--- config.mk ---
export PLATFORM = sky130hd
export DESIGN_NAME = bit_memory_bank
export DESIGN_NICKNAME = d
export VERILOG_FILES = /design/src/rtl/bit_mem_pkg.sv /design/src/rtl/bit_memory_bank.sv
export SDC_FILE = /design/constraint.sdc
export NUM_CORES = 1
export LEC_CHECK = 0
export ABC_AREA = 1
export ABC_CLOCK_PERIOD_IN_PS = 4000
export BUFFER_PORTS_ARGS = -buffer_cell sky130_fd_sc_hd__clkbuf_2
export CAP_MARGIN = 20
export CORE_MARGIN = 2
export CORE_UTILIZATION = 50
export DETAILED_ROUTE_END_ITERATION = 10
export GPL_TIMING_DRIVEN = 0
export PLACE_DENSITY = 0.76
export SETUP_SLACK_MARGIN = 0.05
export SYNTH_ARGS = -nofsm -noshare
export SYNTH_HDL_FRONTEND = slang
export SYNTH_SLANG_ARGS = --single-unit
--- constraint.sdc ---
create_clock -name clk -period 4 [get_ports clk]
set_input_delay 0.8 -clock clk [delete_from_list [all_inputs] [get_ports clk]]
set_output_delay 0.8 -clock clk [all_outputs]
set_load 0.01 [all_outputs]
--- src/rtl/bit_mem_pkg.sv ---
// Shared types and sizing helpers for the bit-addressable memory bank.
// Default geometry is a 5-line by 25-bit store.
package bit_mem_pkg;

    typedef enum logic {
        ST_CLEAR,
        ST_IDLE
    } state_t;

    localparam int DEF_WIDTH = 25;
    localparam int DEF_DEPTH = 5;

    // Bits needed to select one bit within a line (at least one bit).
    function automatic int idx_width(input int width);
        return (width > 1) ? $clog2(width) : 1;
    endfunction

    // Bits needed to select one line of the bank (at least one bit).
    function automatic int adr_width(input int depth);
        return (depth > 1) ? $clog2(depth) : 1;
    endfunction

endpackage

--- src/rtl/bit_memory_bank.sv ---
// Multi-line bit-addressable store with line loads, registered bit reads and a post-reset clear sweep.
// Optional per-line even parity is enabled by defining BIT_MEM_PARITY_EN.
module bit_memory_bank
    import bit_mem_pkg::*;
#(
    parameter int WIDTH = DEF_WIDTH,
    parameter int DEPTH = DEF_DEPTH,
    parameter int IDXW  = idx_width(DEF_WIDTH),
    parameter int ADRW  = adr_width(DEF_DEPTH)
)
(
    input  logic             clk,
    input  logic             rst,
    input  logic             init,
    input  logic [ADRW-1:0]  line_addr,
    input  logic [WIDTH-1:0] line_in,
    input  logic [IDXW-1:0]  index,
    input  logic             val,
    input  logic             write,
    input  logic             read,
    output logic             out,
    output logic             out_valid,
    output logic [WIDTH-1:0] line_out,
    output logic             busy,
`ifdef BIT_MEM_PARITY_EN
    output logic             parity_err,
`endif
    output logic             err
);

    logic [WIDTH-1:0] mem [0:DEPTH-1];
`ifdef BIT_MEM_PARITY_EN
    logic             par [0:DEPTH-1];
`endif

    state_t           state;
    logic [ADRW-1:0]  ptr;

    logic             line_ok;
    logic             idx_ok;
    logic [ADRW-1:0]  line_sel;
    logic [IDXW-1:0]  bit_pos;
    logic [WIDTH-1:0] line_wr;
    logic             req_err;

    // Out-of-range selects are steered to entry 0 so no array access ever leaves its bounds;
    // the ok flags keep such requests from having any effect.
    assign line_ok  = int'(line_addr) < DEPTH;
    assign idx_ok   = int'(index) < WIDTH;
    assign line_sel = line_ok ? line_addr : '0;
    assign bit_pos  = idx_ok ? IDXW'(WIDTH - 1 - int'(index)) : '0;
    assign req_err  = (init && !line_ok) || ((write || read) && !(line_ok && idx_ok));

    always_comb begin
        line_wr          = mem[line_sel];
        line_wr[bit_pos] = val;
    end

    always_ff @(posedge clk) begin
        if (!rst) begin
            state      <= ST_CLEAR;
            ptr        <= '0;
            busy       <= 1'b1;
            out        <= 1'b0;
            out_valid  <= 1'b0;
            line_out   <= '0;
            err        <= 1'b0;
`ifdef BIT_MEM_PARITY_EN
            parity_err <= 1'b0;
`endif
        end else begin
            out_valid <= 1'b0;
            err       <= 1'b0;
            case (state)
                ST_CLEAR: begin
                    mem[ptr] <= '0;
`ifdef BIT_MEM_PARITY_EN
                    par[ptr] <= 1'b0;
`endif
                    if (ptr == ADRW'(DEPTH - 1)) begin
                        state <= ST_IDLE;
                        busy  <= 1'b0;
                        ptr   <= '0;
                    end else begin
                        ptr <= ptr + 1'b1;
                    end
                end

                ST_IDLE: begin
                    // Every read-side register sees the contents from before this edge's update.
                    if (line_ok) begin
                        line_out <= mem[line_sel];
                    end

                    if (init && line_ok) begin
                        mem[line_sel] <= line_in;
`ifdef BIT_MEM_PARITY_EN
                        par[line_sel] <= ^line_in;
`endif
                    end else if (write && line_ok && idx_ok) begin
                        mem[line_sel] <= line_wr;
`ifdef BIT_MEM_PARITY_EN
                        par[line_sel] <= ^line_wr;
`endif
                    end

                    if (read && line_ok && idx_ok) begin
                        out       <= mem[line_sel][bit_pos];
                        out_valid <= 1'b1;
`ifdef BIT_MEM_PARITY_EN
                        parity_err <= par[line_sel] != (^mem[line_sel]);
`endif
                    end

                    err <= req_err;
                end

                default: begin
                    state <= ST_CLEAR;
                    ptr   <= '0;
                    busy  <= 1'b1;
                end
            endcase
        end
    end

endmodule

---- Word-level counts from Yosys, hierarchy flattened ----
Memory sizes are Yosys's and may differ from the RTL's.
Cells that the tools add are included.
storage, ports and cells
  output and inout bits ................... 29
  register bits after elaboration ......... 33
  ROM bits ................................ 0
  latch bits .............................. 0
  memories kept ........................... 1
  bits of input ports ..................... 39
  RAM bits ................................ 125
  logic and storage cells ................. 62
cells by class
  $mul .................................... 0
  add/subtract/negate cells ............... 2
  equality and inequality tests ........... 1
  mux-type cells .......................... 27
  magnitude comparators ................... 4
  divide/modulo/power cells ............... 0
  reductions and logical operators ........ 18
  bitwise gates (word level) .............. 2
  shift operators ......................... 0
memory list
  memory  depth  width  rd ports  clocked after Yosys merged registers in  wr ports  RTL line               RTL
  mem     5      25     1         0                                        1         bit_memory_bank.sv:31  logic [WIDTH-1:0] mem [0:DEPTH-1];
operators by type and width
  operator               number
  $mux W25               2
  $bwmux W25             1
  $reduce_or A25 Y1      1
  $mux W1                18
  $logic_and A1 B1 Y1    9
  $mux W3                3
  $reduce_and A2 Y1      4
  $lt A5 B6 Y1 const B   1
  $bmux W1 S5            1
  $demux W1 S5           1
  $ge A5 B1 Y1 const B   1
  $lt A5 B5 Y1 const B   1
  $mux W5                1
  $sub A5 B5 Y5 const A  1
  $add A3 B1 Y3 const B  1
  $eq A3 B3 Y1 const B   1
  $lt A3 B3 Y1 const B   1
  $logic_not A1 Y1       2
  $logic_or A1 B1 Y1     2
  $not A1 Y1             1
  $or A1 B1 Y1           1

---- Logic depth before layout (Yosys ltp) ----
  depth in word-level cells ............... 11
  mapped depth ............................ 16
  depth with buffers taken out ............ 16

---- Least setup slack after synthesis ----
OpenSTA, ideal clock, no wires.
  path kind ............................... in2reg
  start point ............................. input port index[2]
  end point ............................... memory mem[2][0] in the netlist's numbering, enable pin
  path buffers ............................ 0
  setup slack ............................. 0.607 ns
  arrival time ............................ 2.986 ns
  cell stages on the path ................. 11
  library setup time ...................... 0.407 ns
  data required time ...................... 3.593 ns
  cells stage by stage .................... inv_1 nand3_2 nand3_2 inv_2 nor2_1 nand4_2 o21ai_2 inv_2 o21ai_1 nand2_1 nor2_1
on the way
  cells in the longest elaborated chain, start to end .. 10
  elaborated cells between the ends (all ways) .. 11
  those cells by class .................... order compare (1); mux (7); bitwise (1); reduce/logical (2)
ends and longest elaborated chain
  item                                                 RTL line                RTL
  start: declaration                                   bit_memory_bank.sv:17   input logic [IDXW-1:0] index,
  $lt A5 B5 Y1 *                                       bit_memory_bank.sv:49   assign idx_ok = int'(index) < WIDTH;
  $logic_and A1 B1 Y1 *                                bit_memory_bank.sv:100  end else if (write && line_ok && idx_ok) begin
  $mux W1 *                                            bit_memory_bank.sv:100
  $mux W1 *                                            bit_memory_bank.sv:95   if (init && line_ok) begin
  $mux W1 *                                            bit_memory_bank.sv:74   case (state)
  $mux W1 *                                            bit_memory_bank.sv:60   if (!rst) begin
  $mux W1 (implied by the code) *                      bit_memory_bank.sv:101  mem[line_sel] <= line_wr;
  $or A1 B1 Y1 (no line) *                             n/a
  $reduce_or A25 Y1 (no line)                          n/a
  $mux W3 (no line) / $mux W1 (equally long branches)  n/a
  end: declaration                                     bit_memory_bank.sv:31
Mark *: on every way between the ends. The rest lies on a longest branch, timed or not.

---- Worst setup path after layout ----
  start point ............................. input port line_addr[1]
  end point ............................... memory mem[4][11] in the netlist's numbering, enable pin
on the way
  cells in the longest elaborated chain, start to end .. 11
  elaborated cells between the ends (all ways) .. 18
  those cells by class .................... order compare (1); mux (12); bitwise (1); reduce/logical (4)
ends and longest elaborated chain
  item                                                 RTL line                RTL
  start: declaration                                   bit_memory_bank.sv:15   input logic [ADRW-1:0] line_addr,
  $lt A3 B3 Y1                                         bit_memory_bank.sv:48   assign line_ok = int'(line_addr) < DEPTH;
  $logic_and A1 B1 Y1 (2 in series)                    bit_memory_bank.sv:100
  $mux W1                                              bit_memory_bank.sv:100
  $mux W1                                              bit_memory_bank.sv:95
  $mux W1                                              bit_memory_bank.sv:74
  $mux W1                                              bit_memory_bank.sv:60
  $mux W1 (implied by the code)                        bit_memory_bank.sv:101
  $or A1 B1 Y1 (no line)                               n/a
  $reduce_or A25 Y1 (no line)                          n/a
  $mux W3 (no line) / $mux W1 (equally long branches)  n/a
Several ways; a longest one is shown, not always the timed one.

==> out/metrics.cfg <==
[outcome]
outcome=complete, no violations

[route]
wl_per_cell_um=19.25
detail-route-antenna-nets=0
remaining_drc_errors=0
via_count_normalized_by_instance_count=5.730
drt_iter0_drc=845
num_vias=6395
first_pass_iters=6
wl_um=21490

[grt]
grt_pass1_vias=5968
number_of_antenna_violations_at_the_first_check_in_global_routing=0
pin_count_of_the_biggest_net_entering_global_routing=26
grt.overflow.total=0
grt_util_all_layers_pct=26.92
grt_first_pass_wirelength_um=32400

[timing]
skew_ns=0.007791
final.min_clock_period_ns=3.433
slew_headroom_pct=29.67
finalSetupViolCount=0
rsz0062_at_grt=false
timing_max_transition_violations_final=0
timing.final.crit_share_pct=85.83
worst_slew_pin_slew_ns=1.052
fmax_mhz=291.3
finalHoldViolCount=0

[synth]
dominantRegCellSynth=edfxtp_1
post_synth_num_cell_types=37
synthDominantCellAreaShare_pct=48.96
synth_nets=870
synth_seq_cells=158
synth.top_cells.by_area=edfxtp_1, nand2_1, dfxtp_1, nand3_1, inv_1
ys_warn_count=0
yosys.area.top_type=edfxtp_1
syn-mean-instance-area_sq_um=9.260
synth-async-reset-ratio_pct=0
synthesis.instances=828
synth_edf_count=125
seq_area_frac_synth_pct=57.57
synth.cell_area_sq_um=7667

[cts]
cts_buffer_depth=2
number_of_gates_resized_after_cts=0
cts.reportedPaths.clkPinSlew_ns=0.06
clock_latency_of_the_later_clocked_register_in_the_worst_skew_pair_ns=0.43
cts.sinks=158
post_cts.repair.setup_buffers=0
root_buffer=clkbuf_16
hold_buffers=0
tritoncts=built
clock_tree.htree_level_count=4
number_of_cts_inserted_buffers=17

[layout]
filler_cell_count=1268
signed_area_change_from_the_synthesized_netlist_to_the_final_layout_pct=16.19
n_antenna_cell=0
mostFrequentLayoutCell=nand2_1
final_layout_size_suffix_gt1_share_pct=19.50
final_nets=957
stdcell_area_sq_um=8909
finish.utilization_pct=59.04
mostFrequentLayoutCells=nand2_1, edfxtp_1, inv_1
post_layout_nonfiller_instances=1116

[die]
core_area_sq_um=15090
floorplan.rows=45
initial_utilization_pct=50.81
chipHeight_um=127.8
die_span_in_x_um=127.8
ios=68
die_area_sq_um=16340

[critical_path]
timing.critical_path.buf_inv=4
cp-end-kind=register
path_class=input port to register
worstPathArrival_ns=3.57
reg2regPathDepth=9
slowest_delay_ns=0.86
worstSetupStartpointType=input port
critical_path_stages=11
crit_family=simple AND/OR/NAND/NOR gates
crit_path_cell_trace=clkbuf_2 > o21ai_2 > inv_1 > nor2_1 > nand4_2 > o21ai_2 > inv_2 > o21ai_1 > nand2_1 > nor3_4 > buf_6
crit_required_ns=4.14
worst-path-max-fanout=17
crit_path_frequent_cell=o21ai_2
crit_slowest_cell=nor3_4
regToRegEndpoint=mem[4][11]
r2r_setup_slack_ns=0.85
r2r_start=state

[pwr]
total_leakage_power_uw=0.003892
cellPowerDensity_nw_per_um2=472.2
p_total_uw=4207
ir_drop_mv=0.3353

[placement]
io_buffers=67
place_area_sq_um=8285
number_of_cells_in_the_design_after_placement=1084
routabilityCongestion=0.8939
post-dp-hpwl_um=14060

[hold_path]
min_to=busy
tightest_hold_check_type=register to register
hold_path_startpoint=busy
worstHoldPathCells=2

[flow_run]
drv.max_cap_violation_count=0

## registers in the layout, summed over array words and instances (netlist names)
name / count
out: 1
out_valid: 1
state: 1
ptr: 3
busy: 1
mem: 125
line_out: 25
err: 1
## cell usage after synthesis (all sizes together), types with 2 or more instances
library cell / number
o311ai: 12
clkbuf: 16
nor3: 4
a211oi: 2
o211ai: 20
edfxtp: 125
buf: 21
nand2: 191
ha: 3
nand3b: 9
or2: 24
dfxtp: 33
nand4: 3
a21oi: 58
o21ai: 63
inv: 116
nor2: 30
nand3: 93
## worst min-delay path: cells and delay by family, from the launching register on
family             cells  cell delay [ns]
and+or+nand+nor        1             0.05
AOI/OAI and AO/OA      1             0.07
DFF                    1             0.31
## worst max-delay path by stage
stage	from	to	slack [ns]
floorplan	index[2]	mem[2][0]	0.61
detailed placement	line_addr[1]	mem[4][9]	0.19
global route	line_addr[1]	mem[4][21]	0.38
global placement	line_addr[1]	mem[0][8]	-0.83
finish	line_addr[1]	mem[4][11]	0.57
CTS	line_addr[1]	mem[4][21]	0.61
## final cells by class
cell class / count / area [sq um] / area share [%]
flip-flops and latches: 158 / 4414 / 49.55
multi-input cells: 517 / 2648 / 29.72
inverters: 116 / 435.4 / 4.888
clock buffers: 19 / 432.9 / 4.860
repair buffers: 68 / 346.6 / 3.890
well taps: 188 / 235.2 / 2.640
plain buffers: 37 / 206.4 / 2.317
clock inverters: 13 / 190.2 / 2.135
## metal layers
| metal | track usage, % | wire length (um) | vias to the layer above |
|---|---|---|---|
| met1 | 35.66 | 8656 | 2958 |
| met5 | 0 | 0 | - |
| li1 | - | - | 2985 |
| met4 | 12.02 | 633 | 0 |
| met2 | 43.32 | 10040 | 389 |
| met3 | 5.217 | 2155 | 63 |
## cells by family after synthesis
| kind of cell | Yosys count | synth area share (%) |
|---|---|---|
| XOR/XNOR | 2 | 0.2285 |
| AO/OA/AOI/OAI | 157 | 11.75 |
| flip-flops | 158 | 57.57 |
| buffers and inverters | 153 | 8.371 |
| AND/OR/NAND/NOR | 355 | 21.59 |
| adder cells (fa/ha/maj) | 3 | 0.4896 |
## where the power goes
group          switching [uW]  internal, uW
clock network             675          1050
registers                32.1          1880
logic                     409           162
## stage by stage
| step | worst slack, ns | hold slack (ns) | TNS (ns) |
|---|---|---|---|
| after detailed placement | 0.1859 | 0.4636 | 0 |
| final | 0.5668 | 0.4663 | 0 |
| after floorplan | 0.6068 | 0.4809 | 0 |
| after global routing | 0.3800 | 0.5003 | 0 |
| after global placement | -0.8276 | 0.4419 | -85.06 |
| after CTS | 0.6135 | 0.4719 | 0 |
Note: power is estimated with default switching activity, not from simulation.
